[config.mk]
export PLATFORM = sky130hd
export DESIGN_NAME = pwm_out_switch
export DESIGN_NICKNAME = d
export VERILOG_FILES = /design/src/rtl/pwm_out_switch_pkg.sv /design/src/rtl/pwm_channel.sv /design/src/rtl/pwm_out_switch.sv
export SDC_FILE = /design/constraint.sdc
export NUM_CORES = 2
export LEC_CHECK = 0
export BUFFER_PORTS_ARGS = -buffer_cell sky130_fd_sc_hd__clkbuf_2
export CAP_MARGIN = 20
export CORE_MARGIN = 2
export CORE_UTILIZATION = 36
export CTS_CLUSTER_SIZE = 20
export DETAILED_ROUTE_END_ITERATION = 6
export PLACE_DENSITY_LB_ADDON = 0.05
export SLEW_MARGIN = 40
export SYNTH_ARGS = -nofsm -noshare
export SYNTH_HDL_FRONTEND = slang
export SYNTH_HIERARCHICAL = 1
export SYNTH_SLANG_ARGS = --single-unit
export TNS_END_PERCENT = 5
[constraint.sdc]
create_clock -name s00_axi_aclk -period 4.4 [get_ports s00_axi_aclk]
set_input_delay 0.66 -clock s00_axi_aclk [delete_from_list [all_inputs] [get_ports s00_axi_aclk]]
set_output_delay 0.66 -clock s00_axi_aclk [all_outputs]
set_load 0.05 [all_outputs]
[src/rtl/pwm_out_switch_pkg.sv]
`default_nettype none
// ============================================================================
// Module  : pwm_out_switch_pkg
// Brief   : Shared select codes, field geometry and defaults for the PWM switch
// Revision: 1.0 - initial release
// ============================================================================
package pwm_out_switch_pkg;

    localparam int SEL_FIELD_W       = 5;
    localparam int SEL_WORD_W        = 32;
    localparam int FIELDS_PER_WORD   = 6;
    localparam int NUM_SEL_WORDS     = 4;
    localparam int NUM_CH_DEFAULT    = 8;
    localparam int CNT_WIDTH_DEFAULT = 32;

    typedef logic [SEL_FIELD_W-1:0] sel_field_t;

    localparam sel_field_t SEL_CONST0 = 5'd16;
    localparam sel_field_t SEL_CONST1 = 5'd17;

endpackage : pwm_out_switch_pkg
`default_nettype wire

[src/rtl/pwm_channel.sv]
`default_nettype none
// ============================================================================
// Module  : pwm_channel
// Brief   : One PWM channel: free-running counter, shadow/active period+duty,
//           registered complementary A/B outputs
// Revision: 1.0 - initial release
// ============================================================================
module pwm_channel
    import pwm_out_switch_pkg::*;
#(
    parameter int CNT_WIDTH = CNT_WIDTH_DEFAULT
) (
    input  logic                 clk,
    input  logic                 rst_n,
    input  logic                 i_en,
    input  logic                 i_wr,
    input  logic [CNT_WIDTH-1:0] i_period,
    input  logic [CNT_WIDTH-1:0] i_duty,
    output logic                 o_cha,
    output logic                 o_chb
);

    logic [CNT_WIDTH-1:0] r_cnt;
    logic [CNT_WIDTH-1:0] r_shadow_period;
    logic [CNT_WIDTH-1:0] r_shadow_duty;
    logic [CNT_WIDTH-1:0] r_act_period;
    logic [CNT_WIDTH-1:0] r_act_duty;

    logic w_running;
    logic w_wrap;
    logic w_load;
    logic w_high;

    // Last count is period-1, so the counter never needs to hold the period itself.
    assign w_running = i_en && (r_act_period != '0);
    assign w_wrap    = w_running && (r_cnt == (r_act_period - CNT_WIDTH'(1)));
    assign w_load    = !w_running || w_wrap;
    assign w_high    = (r_cnt < r_act_duty);

    always_ff @(posedge clk or negedge rst_n) begin
        if (!rst_n) begin
            r_cnt           <= '0;
            r_shadow_period <= '0;
            r_shadow_duty   <= '0;
            r_act_period    <= '0;
            r_act_duty      <= '0;
            o_cha           <= 1'b0;
            o_chb           <= 1'b0;
        end else begin
            if (i_wr) begin
                r_shadow_period <= i_period;
                r_shadow_duty   <= i_duty;
            end
            // Non-blocking read of the shadow: a write on the wrap cycle lands one period later.
            if (w_load) begin
                r_act_period <= r_shadow_period;
                r_act_duty   <= r_shadow_duty;
            end
            if (w_load) begin
                r_cnt <= '0;
            end else begin
                r_cnt <= r_cnt + CNT_WIDTH'(1);
            end
            o_cha <= w_running && w_high;
            o_chb <= w_running && !w_high;
        end
    end

endmodule : pwm_channel
`default_nettype wire

[src/rtl/pwm_out_switch.sv]
`default_nettype none
// ============================================================================
// Module  : pwm_out_switch
// Brief   : NUM_CH PWM channels routed onto OUTPUT_WIDTH pins through an
//           atomically updated 5-bit-per-pin select map
// Revision: 1.0 - initial release
// ============================================================================
module pwm_out_switch
    import pwm_out_switch_pkg::*;
#(
    parameter int OUTPUT_WIDTH = 20,
    parameter int NUM_CH       = NUM_CH_DEFAULT,
    parameter int CNT_WIDTH    = CNT_WIDTH_DEFAULT
) (
    input  logic                    s00_axi_aclk,
    input  logic                    s00_axi_aresetn,
    input  logic [NUM_CH-1:0]       En,
    input  logic                    cfg_wr,
    input  logic [2:0]              cfg_ch,
    input  logic [CNT_WIDTH-1:0]    cfg_period,
    input  logic [CNT_WIDTH-1:0]    cfg_duty,
    input  logic [SEL_WORD_W-1:0]   ChO_Sel0,
    input  logic [SEL_WORD_W-1:0]   ChO_Sel1,
    input  logic [SEL_WORD_W-1:0]   ChO_Sel2,
    input  logic [SEL_WORD_W-1:0]   ChO_Sel3,
    input  logic                    sel_update,
    output logic [OUTPUT_WIDTH-1:0] ChO,
    output logic [NUM_CH-1:0]       CHA,
    output logic [NUM_CH-1:0]       CHB
);

    localparam int c_NUM_FIELDS = NUM_SEL_WORDS * FIELDS_PER_WORD;
    localparam int c_LUT_W      = 1 << SEL_FIELD_W;

    genvar gi;
    for (gi = 0; gi < NUM_CH; gi++) begin : g_ch
        logic w_wr;
        assign w_wr = cfg_wr && (cfg_ch == 3'(gi));

        pwm_channel #(
            .CNT_WIDTH (CNT_WIDTH)
        ) u_channel (
            .clk      (s00_axi_aclk),
            .rst_n    (s00_axi_aresetn),
            .i_en     (En[gi]),
            .i_wr     (w_wr),
            .i_period (cfg_period),
            .i_duty   (cfg_duty),
            .o_cha    (CHA[gi]),
            .o_chb    (CHB[gi])
        );
    end

    // Every 5-bit code maps to one LUT bit: channel sources, constant 1, else 0.
    logic [c_LUT_W-1:0] w_src_lut;
    always_comb begin
        w_src_lut = '0;
        for (int i = 0; i < NUM_CH; i++) begin
            w_src_lut[2*i]   = CHA[i];
            w_src_lut[2*i+1] = CHB[i];
        end
        w_src_lut[SEL_CONST1] = 1'b1;
    end

    logic [NUM_SEL_WORDS*SEL_WORD_W-1:0] w_sel_words;
    logic                                w_sel_unused;
    assign w_sel_words  = {ChO_Sel3, ChO_Sel2, ChO_Sel1, ChO_Sel0};
    assign w_sel_unused = ^w_sel_words;

    logic [OUTPUT_WIDTH-1:0][SEL_FIELD_W-1:0] w_sel_field;
    logic [OUTPUT_WIDTH-1:0][SEL_FIELD_W-1:0] r_map;
    logic [OUTPUT_WIDTH-1:0]                  w_cho_next;
    logic [OUTPUT_WIDTH-1:0]                  r_cho;

    genvar gp;
    for (gp = 0; gp < OUTPUT_WIDTH; gp++) begin : g_pin
        if (gp < c_NUM_FIELDS) begin : g_field
            assign w_sel_field[gp] =
                w_sel_words[(gp / FIELDS_PER_WORD) * SEL_WORD_W
                            + (gp % FIELDS_PER_WORD) * SEL_FIELD_W +: SEL_FIELD_W];
        end else begin : g_nofield
            assign w_sel_field[gp] = SEL_CONST0;
        end
        assign w_cho_next[gp] = w_src_lut[r_map[gp]];
    end

    // The whole map is captured in one edge so pins never see a mix of old and new fields.
    always_ff @(posedge s00_axi_aclk or negedge s00_axi_aresetn) begin
        if (!s00_axi_aresetn) begin
            r_map <= {OUTPUT_WIDTH{SEL_CONST0}};
            r_cho <= '0;
        end else begin
            if (sel_update) begin
                r_map <= w_sel_field;
            end
            r_cho <= w_cho_next;
        end
    end

    assign ChO = r_cho;

endmodule : pwm_out_switch
`default_nettype wire

==> metrics.yaml <==
hpwl_mm: 160
period_needed_ns: 4.19
syn_inst: 6491
cts_buffers: 170
fmax_mhz: 239
p_switching_mw: 12.2
clkPwrFrac: 0.357
start_util: 0.363
place_congestion: 0.848
synth_flop_cell: "dfrtp_1"
grt_pass1_vias: 52110
synth_top_area_frac: 0.464
rows: 167
post-synth-top-count-cell: "dfrtp_1"
fillCellCount: 19982
p_sw_frac: 0.303
clkTransAtPathRegs_ns: 0.06
hold_viol: 0
overflow: 0
worstPathArrival_ns: 4.88
wl_met3_mm: 13.2
yosysSeqAreaShare: 0.471
instances_no_fill: 9779
combPwrFrac: 0.205
start_kind: "flip-flop"
drtIter0Drc: 3581
die_h_microns: 461
synthTopCellsByArea: "dfrtp_1 (46%), mux2_2 (15%), ha_1 (4.5%), xnor2_1 (3.4%), xor2_1 (2.8%)"
async_reset_ff_frac: 1.00
place_inst: 9332
met2WireLength_mm: 115
drive_gt1_frac: 0.273
grt_pass1_wl_mm: 360
rsz0062_at_grt: "false"
core_area_sq_um: 207000
slew_viol_final: 0
multi_input_area_sq_um: 36700
slew_headroom: 0.390
first_pass_iters: 5
setup_ws_ns: 0.211
ys_ff_latch: 1416
cts_buffer_depth: 3
die_x_microns: 461
p_seq_frac: 0.438
drc: 0
wire_per_inst_microns: 24.9
areaGrowthSynthToFinish_pct: 14.4
crit_chain: "or4_4, nor4_2, nor2_1, or4_1, or4_1, or4_4, o21ai_4, buf_12, mux2_2"
ff_latch_area_sq_um: 35500
grtUsageTotal: 0.229
worstPathRequired_ns: 5.10
num_vias: 51977
root_buffer: "clkbuf_16"
outcome: "completed"
portBuffers: 214
ys_warn_count: 6
synthTopCellsByCount: "dfrtp_1 (1396), mux2_2 (1030), nor2_1 (544)"
cts_tree: "done"
clkSinkCount: 1416
worst-slew-pin-transition_ns: 0.916
die_area_sq_um: 213000
clk_latency_ns: 0.83
worstSetupEndpointType: "flip-flop"
p_leak_nw: 37.4
ant_nets: 0
whs_ns: 0.0740
antenna_found_initial: 67
cts_setup_buffers: 0
viasPerCell: 5.32
final_nets: 7216
grt_max_degree: 116
syn_nets: 6970
netlist_area_sq_um: 75200
setup_viol: 0
synth_top_cell_by_area: "dfrtp_1"
p_per_area_nw_per_um2: 469
design_power_total_mw: 40.4
tns_ns: 0
synth.avg_cell_area_sq_um: 11.6
hold_path.class: "primary input to flip-flop"
post-route-period-util: 0.952
path_class: "flip-flop to flip-flop"
ios: 243
ys_types: 71
fin_skew_ns: 0.0287
maxCapViolCount: 0
slowest_stage: "or4_4"
maxUsedRoutingLayer: "met5"
cts_max_level: 4
cp_max_fo: 22
synth_edf_count: 0
dp_slack_ns: 0.206
p_int_mw: 28.2
r2r_slack_ns: 0.21
drt-total-wl_mm: 244
peakVddDrop_v: 0.000455
cpPeakStageDelay_ns: 0.63
drt-met1-wl_mm: 110
-- placed cells by master (no fill, tap or decap), types with 42 or more instances in the layout --
cell / instances
nand3_1: 127
xnor2_1: 288
mux2_4: 80
buf_4: 101
or4_1: 72
clkbuf_16: 172
dfrtp_1: 1390
nand2_1: 201
nor4_1: 65
o22ai_1: 42
or3_1: 48
a21oi_1: 97
a21o_1: 104
diode_2: 115
clkbuf_2: 161
mux2i_1: 56
inv_1: 402
clkbuf_4: 51
o21ai_0: 93
ha_1: 272
mux4_2: 44
nor2_1: 538
xor2_1: 240
nor3_1: 150
clkbuf_1: 47
mux2_2: 1030
nand4_1: 176
-- registers in the layout (all words and copies together) (netlist names) --
register / count
g_ch.u_channel/r_act_duty: 256
g_ch.u_channel/r_act_period: 256
g_ch.u_channel/r_cnt: 256
g_ch.u_channel/r_shadow_duty: 256
g_ch.u_channel/r_shadow_period: 256
r_map: 100
ChO: 20
g_ch.u_channel/o_cha: 8
g_ch.u_channel/o_chb: 8
-- stage by stage --
stage	area (sq um)	util
2_1_floorplan	75200	-
3_3_place_gp	79700	0.384
3_5_place_dp	79800	0.385
4_1_cts	85800	0.413
5_1_grt	85900	0.414
6_report	86100	0.415
-- critical path, delay by kind of cell, from the launching register on --
kind / cells / cell delay (ns)
DFF: 1 / 0.46
AOI/OAI and AO/OA: 1 / 0.40
and+or+nand+nor: 6 / 2.57
muxes: 1 / 0.35
buffers and inverters: 1 / 0.26
-- logic make-up after synthesis --
group	after synthesis	synth area share
buffers and inverters	704	0.0427
AOI/OAI and AO/OA	629	0.0594
xor gates and xnor gates	528	0.0615
muxes	1233	0.199
adders and majority gates	280	0.0463
and+or+nand+nor	1701	0.120
DFF	1416	0.471
-- final timing paths --
kind                                                    start                               endpoint  cells past startpoint
max                         g_ch[5].u_channel/r_act_period[2]      g_ch[5].u_channel/r_act_period[6]                      9
min                                               ChO_Sel1[2]                              r_map[32]                      2
max reg2reg                 g_ch[5].u_channel/r_act_period[2]      g_ch[5].u_channel/r_act_period[6]                      9
min reg2reg                g_ch[1].u_channel/r_shadow_duty[4]        g_ch[1].u_channel/r_act_duty[4]                      1
max in group asynchronous                     s00_axi_aresetn  g_ch[2].u_channel/r_shadow_period[11]                      4
min in group asynchronous                     s00_axi_aresetn    g_ch[1].u_channel/r_shadow_duty[29]                      2
-- final cells by class --
type,instances,area share
Antenna cell,115,0.00334
Clock buffer,253,0.0575
Clock inverter,58,0.00887
Inverter,402,0.0175
Multi-Input combinational cell,4371,0.426
Sequential cell,1416,0.412
Tap cell,2788,0.0405
Timing Repair Buffer,376,0.0344
-- repair_timing --
item,4_1_cts,5_1_grt
setup endpoints to repair,0,35
hold endpoints to repair,84,0
hold buffers,21,0
gates resized for setup,0,2
-- power by group through the flow --
stage	combinational, mW	clock [mW]	sequential (mW)
floorplan	6.16	0	17.1
global placement	8.12	0	17.9
detailed placement	8.26	0	17.9
CTS	8.33	14.9	17.7
global route	9.13	15.4	18.1
finish	8.26	14.4	17.7
-- metal layers --
| metal | global-route usage | vias up |
|---|---|---|
| met5 | 0 | - |
| li1 | - | 23901 |
| met2 | 0.374 | 1328 |
| met1 | 0.317 | 26452 |
| met4 | 0.0661 | 6 |
| met3 | 0.0319 | 290 |
Note: power is estimated with default switching activity, not from simulation.
